[src/rtl/uart_arb_pkg.sv]
// Shared definitions for the UART TX arbiter slice.
//   BYTE_W           : width of one transmitted byte
//   TAG_BASE_DEFAULT : default base value of the source-tag byte
//   arbState_t       : arbiter FSM state encoding
package uart_arb_pkg;

    localparam int BYTE_W = 8;
    localparam logic [BYTE_W-1:0] TAG_BASE_DEFAULT = 8'hA0;

    typedef enum logic [2:0] {
        IDLE = 3'd0,
        TAG  = 3'd1,
        SEND = 3'd2,
        ACK  = 3'd3,
        DONE = 3'd4
    } arbState_t;

endpackage

[src/rtl/uart_tx_arbiter_rr_picker.sv]
// Combinational round-robin picker.
// Scans the request vector starting at ptr, wrapping from NUM_REQ-1 to 0,
// and reports the first set position.
//   reqVec : request vector, one bit per requester
//   ptr    : index at which the scan starts (must be < NUM_REQ)
//   found  : at least one request is set
//   idx    : index of the winning request (0 when found is low)
module rr_picker #(
    parameter int NUM_REQ = 4,
    parameter int ID_W    = 2
) (
    input  logic [NUM_REQ-1:0] reqVec,
    input  logic [ID_W-1:0]    ptr,
    output logic               found,
    output logic [ID_W-1:0]    idx
);

    int j;

    always_comb begin
        found = 1'b0;
        idx   = '0;
        j     = 0;
        for (int k = 0; k < NUM_REQ; k++) begin
            j = int'(ptr) + k;
            if (j >= NUM_REQ) begin
                j = j - NUM_REQ;
            end
            if (!found && reqVec[ID_W'(j)]) begin
                found = 1'b1;
                idx   = ID_W'(j);
            end
        end
    end

endmodule

[src/rtl/uart_tx_arbiter.sv]
// Round-robin arbiter and byte sequencer sharing one UART transmitter
// between NUM_REQ byte-stream requesters. A grant is held for a whole
// frame (terminated by the byte flagged req_last); bytes are handed to
// the transmitter through its TxD_start / TxD_busy handshake, one in flight.
//
// Optional feature macro: UART_ARB_TAG_EN
//   When defined, every frame is prefixed with the tag byte TAG_BASE | grant_id.
//
// Ports:
//   clk          : clock, shared with the transmitter
//   rst_n        : asynchronous active-low reset
//   req_valid    : per-requester byte valid
//   req_data     : byte lanes, lane i = [8*i+7:8*i]
//   req_last     : per-requester end-of-frame flag for the current byte
//   req_ready    : combinational accept, one-hot or zero
//   TxD_start    : registered one-cycle start pulse to the transmitter
//   TxD_data     : registered byte, valid while TxD_start is high
//   TxD_busy     : transmitter busy, rises the cycle after an accepted start
//   grant_id     : registered index of the current grant holder
//   frame_active : high from grant until the frame's last byte completes
module uart_tx_arbiter
    import uart_arb_pkg::*;
#(
    parameter int                 NUM_REQ  = 4,
    parameter logic [BYTE_W-1:0]  TAG_BASE = TAG_BASE_DEFAULT
) (
    input  logic                        clk,
    input  logic                        rst_n,
    input  logic [NUM_REQ-1:0]          req_valid,
    input  logic [BYTE_W*NUM_REQ-1:0]   req_data,
    input  logic [NUM_REQ-1:0]          req_last,
    output logic [NUM_REQ-1:0]          req_ready,
    output logic                        TxD_start,
    output logic [BYTE_W-1:0]           TxD_data,
    input  logic                        TxD_busy,
    output logic [$clog2(NUM_REQ)-1:0]  grant_id,
    output logic                        frame_active
);

    localparam int ID_W = $clog2(NUM_REQ);
    localparam logic [ID_W-1:0] LAST_ID = ID_W'(NUM_REQ - 1);

    // The tag byte ORs the requester index into TAG_BASE, so the low
    // index bits of TAG_BASE have to be clear for the tag to be decodable.
    if (TAG_BASE[ID_W-1:0] != '0) begin : gTagBaseCheck
        $error("TAG_BASE low index bits must be zero");
    end

    arbState_t          state, stateNext;
    logic [ID_W-1:0]    rrPtr, rrPtrNext;
    logic [ID_W-1:0]    grantIdNext;
    logic               frameActiveNext;
    logic               txStartNext;
    logic [BYTE_W-1:0]  txDataNext;
    logic               lastFlag, lastFlagNext;

    logic               pickFound;
    logic [ID_W-1:0]    pickIdx;

    logic               grantValid;
    logic               grantLast;
    logic [BYTE_W-1:0]  grantByte;
    logic [ID_W-1:0]    nextPtr;

    rr_picker #(
        .NUM_REQ (NUM_REQ),
        .ID_W    (ID_W)
    ) uPicker (
        .reqVec (req_valid),
        .ptr    (rrPtr),
        .found  (pickFound),
        .idx    (pickIdx)
    );

    // Lane of the current grant holder.
    assign grantValid = req_valid[grant_id];
    assign grantLast  = req_last[grant_id];
    assign grantByte  = req_data[{grant_id, 3'b000} +: BYTE_W];
    assign nextPtr    = (grant_id == LAST_ID) ? '0 : grant_id + 1'b1;

    always_ff @(posedge clk or negedge rst_n) begin
        if (!rst_n) begin
            state        <= IDLE;
            rrPtr        <= '0;
            grant_id     <= '0;
            frame_active <= 1'b0;
            TxD_start    <= 1'b0;
            TxD_data     <= '0;
            lastFlag     <= 1'b0;
        end else begin
            state        <= stateNext;
            rrPtr        <= rrPtrNext;
            grant_id     <= grantIdNext;
            frame_active <= frameActiveNext;
            TxD_start    <= txStartNext;
            TxD_data     <= txDataNext;
            lastFlag     <= lastFlagNext;
        end
    end

    always_comb begin
        stateNext       = state;
        rrPtrNext       = rrPtr;
        grantIdNext     = grant_id;
        frameActiveNext = frame_active;
        txStartNext     = 1'b0;
        txDataNext      = TxD_data;
        lastFlagNext    = lastFlag;
        req_ready       = '0;

        case (state)
            IDLE: begin
                if (pickFound) begin
                    grantIdNext     = pickIdx;
                    frameActiveNext = 1'b1;
`ifdef UART_ARB_TAG_EN
                    stateNext       = TAG;
`else
                    stateNext       = SEND;
`endif
                end
            end

`ifdef UART_ARB_TAG_EN
            // Tag byte: never the last byte, so DONE always returns to SEND.
            TAG: begin
                if (!TxD_busy) begin
                    txStartNext  = 1'b1;
                    txDataNext   = TAG_BASE | {{(BYTE_W-ID_W){1'b0}}, grant_id};
                    lastFlagNext = 1'b0;
                    stateNext    = ACK;
                end
            end
`endif

            SEND: begin
                if (!TxD_busy && grantValid) begin
                    req_ready[grant_id] = 1'b1;
                    txStartNext         = 1'b1;
                    txDataNext          = grantByte;
                    lastFlagNext        = grantLast;
                    stateNext           = ACK;
                end
            end

            ACK: begin
                if (TxD_busy) begin
                    stateNext = DONE;
                end
            end

            DONE: begin
                if (!TxD_busy) begin
                    if (lastFlag) begin
                        stateNext       = IDLE;
                        frameActiveNext = 1'b0;
                        rrPtrNext       = nextPtr;
                    end else begin
                        stateNext = SEND;
                    end
                end
            end

            default: begin
                stateNext = IDLE;
            end
        endcase
    end

endmodule
[config.mk]
export PLATFORM = sky130hd
export DESIGN_NAME = uart_tx_arbiter
export DESIGN_NICKNAME = d
export VERILOG_FILES = /design/src/rtl/uart_arb_pkg.sv /design/src/rtl/uart_tx_arbiter_rr_picker.sv /design/src/rtl/uart_tx_arbiter.sv
export SDC_FILE = /design/constraint.sdc
export NUM_CORES = 1
export LEC_CHECK = 0
export CORE_ASPECT_RATIO = 1.1
export CORE_UTILIZATION = 29
export DETAILED_ROUTE_END_ITERATION = 10
export GPL_TIMING_DRIVEN = 0
export HOLD_SLACK_MARGIN = 0.12
export SETUP_SLACK_MARGIN = 0.4
export SKIP_LAST_GASP = 1
export SYNTH_ARGS = -nofsm -noshare
export SYNTH_HDL_FRONTEND = slang
export SYNTH_SLANG_ARGS = --single-unit
[constraint.sdc]
create_clock -name clk -period 4.44 [get_ports clk]
set_input_delay 0.444 -clock clk [delete_from_list [all_inputs] [get_ports clk]]
set_output_delay 0.444 -clock clk [all_outputs]
set_load 0.02 [all_outputs]
## Word-level counts from Yosys, hierarchy flattened

Cells that the tools add are included.

- Add/sub/neg operators: 8
- $mul: 0
- Div/mod/pow operators: 0
- $lt $le $gt $ge: 10
- Eq/ne operators: 9
- Shifts and indexed selects: 1
- Mux-type cells: 45
- Bitwise gates (word level): 1
- Reductions and logical operators: 16

Operators with widths:

| operator | count |
|---|---|
| indexed part select 32 x 6 -> 8 bit | 1 |
| two-way mux 1 bit | 20 |
| two-way mux 2 bit | 10 |
| < comparator 2 x 4 -> 1 bit (second input constant) | 4 |
| binary-select mux 1 bit (select 2 bit) | 6 |
| two-way mux 3 bit | 4 |
| case mux 3 bit (4 select lines) | 1 |
| != test 2 bit (second input constant) | 5 |
| >= comparator 3 bit (second input constant) | 3 |
| two-way mux 4 bit | 2 |
| AND reduction 4 bit | 2 |
| subtractor 2 x 1 -> 2 bit (second input constant) | 4 |
| adder 2 x 2 -> 3 bit (second input constant) | 2 |
| == test 3 x 2 -> 1 bit (second input constant) | 2 |
| logical AND 1 bit | 5 |
| logical NOT 1 bit | 4 |
| AND reduction 2 bit | 2 |
| adder 2 x 1 -> 3 bit (second input constant) | 1 |
| == test 3 bit (second input constant) | 1 |
| >= comparator 2 x 3 -> 1 bit (second input constant) | 1 |
| logical NOT 3 bit | 1 |
| < comparator 2 x 3 -> 1 bit (second input constant) | 1 |
| AND reduction 3 bit | 1 |
| adder 2 x 1 -> 2 bit (second input constant) | 1 |
| other kinds (6) | 6 |

- Register bits after elaboration: 18
- Latch bits: 0
- Memory bits (writable): 0
- Bits in read-only memories: 0
- Output and inout port bits: 16
- Word-level logic and storage cells: 97
- Memories: 0

## Depth between registers and ports, before layout

- Word-level depth: 17
- Gate-level depth with buffers: 4

## Cells and area by module

From an unflattened synthesis, not the netlist that was laid out.

- Cell total of the unflattened synthesis: 133
- Area total of the unflattened synthesis: 1258.7 µm²

By module, submodules not included:

| module | times used | cells an instance | area an instance (µm²) | seq. area each (µm²) |
|---|---|---|---|---|
| uart_tx_arbiter | 1 | 118 | 1181.1 | 450.4 |
| rr_picker | 1 | 15 | 77.6 | 0.0 |

## Worst setup path before layout

No wires, ideal clock.

- Path kind: reg-to-output
- From: register grant_id[0]
- To: output port req_ready[0]
- Arrival: 1.609 ns
- Required time: 3.996 ns
- Setup slack: 2.387 ns
- Stages on the path, launching flop included: 5
- Cells stage by stage: dfrtp_1 -> mux4_2 -> nor4b_4 -> buf_6 -> and2_1

- Cells in the longest elaborated chain, start to end: 6
- Elaborated cells between the ends (all ways): 10
- Classes of those cells: order compare (2); mux (6); reduce/logical (2)

RTL lines:

| item | RTL line | RTL |
|---|---|---|
| from (decl) | uart_tx_arbiter.sv:36 | `output logic [$clog2(NUM_REQ)-1:0] grant_id,` |
| from (signal assigned) | uart_tx_arbiter.sv:93 | `grant_id <= grantIdNext;` |
| < comparator 2 x 3 -> 1 bit (implied by the code) / >= comparator 2 x 1 -> 1 bit (equally long branches) | uart_tx_arbiter.sv:138 | `req_ready[grant_id] = 1'b1;` |
| logical AND 1 bit (implied by the code) | uart_tx_arbiter.sv:138 |  |
| two-way mux 1 bit (implied by the code) | uart_tx_arbiter.sv:138 |  |
| demux 1 bit (select 2 bit) | uart_tx_arbiter.sv:138 |  |
| two-way mux 4 bit * | uart_tx_arbiter.sv:137 | `if (!TxD_busy && grantValid) begin` |
| two-way mux 4 bit * | uart_tx_arbiter.sv:111 | `case (state)` |
| to (decl) | uart_tx_arbiter.sv:32 | `output logic [NUM_REQ-1:0] req_ready,` |

Mark *: on every way between the ends. The rest lies on a longest branch, timed or not. The select of a mux whose other input is x is not followed.

## Final worst setup path

- From: input port req_valid[2]
- To: output port req_ready[3]

- Cells in the longest elaborated chain, start to end: 5

RTL lines:

| item | RTL line | RTL |
|---|---|---|
| from (decl) | uart_tx_arbiter.sv:29 | `input logic [NUM_REQ-1:0] req_valid,` |
| binary-select mux 1 bit (select 2 bit) | uart_tx_arbiter.sv:76 | `assign grantValid = req_valid[grant_id];` |
| two-way mux 1 bit (implied by the code) | uart_tx_arbiter.sv:76 |  |
| logical AND 1 bit | uart_tx_arbiter.sv:137 |  |
| two-way mux 4 bit | uart_tx_arbiter.sv:137 |  |
| two-way mux 4 bit | uart_tx_arbiter.sv:111 |  |

Every way passes these cells. The select of a mux whose other input is x is not followed.

==> flow_summary.yaml <==
status:
  status: "complete, no violations"
synthesis:
  synth_nets: 135
  synth.most_common_cell: "dfrtp_1"
  synth_compound_area_share_pct: 8.463
  ys_top_cells_by_count: "18 x dfrtp_1, 10 x mux4_2"
  synth_xor_area_share_pct: 0
  yosysTopAreaCellShare_pct: 40.09
  yosys.area_share.adder_pct: 4.454
  synthesis.yosys.warnings: 0
  syn_area_sq_mm: 0.001124
  ys_seq_area_share_pct: 40.09
  syn_avg_cell_area_sq_um: 12.77
  syn_inst: 88
  ys_types: 30
  synth_top_family_by_area: "multiplexers"
  yosysTopAreaCell: "dfrtp_1"
  synth.ff_latch_count: 18
  async_flop_share_pct: 100.0
  synthFlopType: "dfrtp_1"
  synth_edf_count: 0
  synthSimpleGateAreaFrac_pct: 13.47
  synthMuxAreaShare_pct: 30.07
  synthTopCellsByArea: "dfrtp_1 40%, mux4_2 20%, mux2_1 5.0%"
routing:
  drc_errors: 0
  final_antenna_net_count: 0
  vias: 984
  routed_wl_um: 2961
  drtIter0Drc: 22
  routedWlPerCell_um: 14.81
  via_per_inst: 4.920
  first_pass_iters: 4
global_routing:
  use_met2_pct: 27.58
  grt_pass1_wl_um: 4705
  grt-ovfl-total: 0
  grt_use_met1_pct: 18.67
  grt_start_max_net_pins: 19
  grt_use_total_pct: 15.92
  met3_usage_pct: 3.448
  grt_pass1_vias: 1047
  antenna_found_initial: 0
  gr-max-usage-layer: "met2"
clocking:
  clk_pin_slew_ps: 70
  clk_latency_ps: 250
  clk_root_buffer_cell: "clkbuf_8"
  cts.sinks: 18
  cts_tree: "done"
  htreeDepth: 1
  cts_setup_buffers: 0
  cts_buffers: 3
  hold_buffers: 0
  cts_resized: 0
  clock_path_buffers: 2
timing:
  finalSetupViolations: 0
  max_slew.worst_pin.slew_ps: 797.6
  relSlewSlack_pct: 46.66
  finalHoldViolations: 0
  post-route-period-util_pct: 69.88
  rsz0062_at_grt: "false"
  tns_ps: 0
  fin_skew_ps: 4.271
  max_freq_mhz: 322.3
  drv_slew: 0
  finalCriticalPeriod_ps: 3103
placement:
  port-buffer-count: 58
  globalplace.congestion: 0.9221
  dpl.hpwl_um: 2310
floorplan:
  ios: 59
  fp.dieW_um: 61.35
  initial_core_util_pct: 30.50
  dieArea_sq_mm: 0.004128
  rows: 23
  die_h_um: 67.29
  coreArea_sq_mm: 0.003684
setup_path:
  path_class: "input port to output port"
  cp_max_fo: 10
  cp-start-kind: "input port"
  endpoint_kind: "output port"
  cp.required_ps: 4000
  critPathArrivalTime_ps: 2660
power_and_ir_drop:
  pwr-share-seq_pct: 30.8
  p_int_mw: 0.6179
  ir_drop_mv: 0.2597
  p_sw_mw: 0.3657
  p_clk_share_pct: 13.6
  switching_share_pct: 37.18
  power_density_mw_per_mm2: 539.9
  combPwrFrac_pct: 55.5
  power.leakage_nw: 0.7130
layout:
  utilization_pct: 49.46
  area_growth_pct: 62.14
  drive_gt1_share_pct: 14.67
  antenna_cells: 0
  nets: 198
worst_hold_path:
  hold_class: "flop to flop"
job:
  maxCapViolCount: 0
## power by group through the flow
| stage | Clock (mW) | Combinational (mW) | Sequential (mW) |
|---|---|---|---|
| after floorplan | 0 | 0.277 | 0.356 |
| after global placement | 0 | 0.546 | 0.303 |
| after detailed placement | 0 | 0.555 | 0.305 |
| after CTS | 0.138 | 0.557 | 0.304 |
| after global routing | 0.148 | 0.596 | 0.316 |
| final | 0.134 | 0.546 | 0.303 |
## kinds of logic (layout without fill, tap and decap cells)
kind of cell,after synthesis,count (layout)
and+or+nand+nor,24,24
AOI/OAI and AO/OA,14,14
buffers and inverters,8,70
muxes,20,20
DFF,18,18
adders and majority gates,4,4
## critical path, stage by stage
cell and delay, ps:
clkdlybuf4s50_1 590, mux4_2 300, nor4b_4 380, buf_6 210
and2_1 140, clkdlybuf4s50_1 600
## stage by stage
| step | worst slack (ps) | hold slack, ps | instances | area, sq um | total power, mW |
|---|---|---|---|---|---|
| final | 1337 | 483.8 | 200 | 1822 | 0.9836 |
| after global routing | 1226 | 503.8 | 200 | 1822 | 1.060 |
| after CTS | 1320 | 489.2 | 200 | 1822 | 0.9995 |
| after detailed placement | 1331 | 473.9 | 196 | 1767 | 0.8599 |
| after global placement | 1317 | 470.7 | 196 | 1767 | 0.8494 |
| after floorplan | 2387 | 148.4 | 88 | 1124 | 0.6323 |
## cell usage in the layout (no fill, tap or decap), types with 2 or more instances in the layout
master and instances:
nor2_1 4, a21o_1 2, nor4_1 2, clkdlybuf4s50_1 58, a31oi_1 2, dfrtp_1 18
and2_1 5, o21ai_0 3, nand2_1 4, mux2_2 5, mux2_1 5, clkbuf_8 4
nor2b_1 2, ha_1 4, inv_1 5, nand2b_1 2, mux4_2 10
## path summary, 6_finish.rpt
kind	startpoint	endpoint	cells past startpoint	slack (ps)
max	req_valid[2]	req_ready[3]	6	1340
min reg2reg	TxD_data[7]	TxD_data[7]	1	480
min in group asynchronous	rst_n	frame_active	1	650
max in group asynchronous	rst_n	TxD_data[7]	1	3290
min	TxD_data[7]	TxD_data[7]	1	480
max reg2reg	grant_id[0]	TxD_data[6]	4	2520
## layout make-up
cell class	instances	area [sq um]
multi-input cells	62	634.4
flip-flops and latches	18	450.4
plain buffers	3	20.02
well taps	50	62.56
repair buffers	58	580.6
clock buffers	4	55.05
inverters	5	18.77
fillers	349	1862
## routing by layer
metal / wire length (um) / vias to the layer above
met5: 0 / -
met4: 42 / 0
met3: 174 / 6
met2: 1585 / 40
met1: 1159 / 479
li1: - / 459
## sequential cells by signal, summed over array words and instances (netlist names)
register / flops
state: 3
grant_id: 2
frame_active: 1
lastFlag: 1
TxD_data: 8
TxD_start: 1
rrPtr: 2
Note: power is estimated with default switching activity, not from simulation.
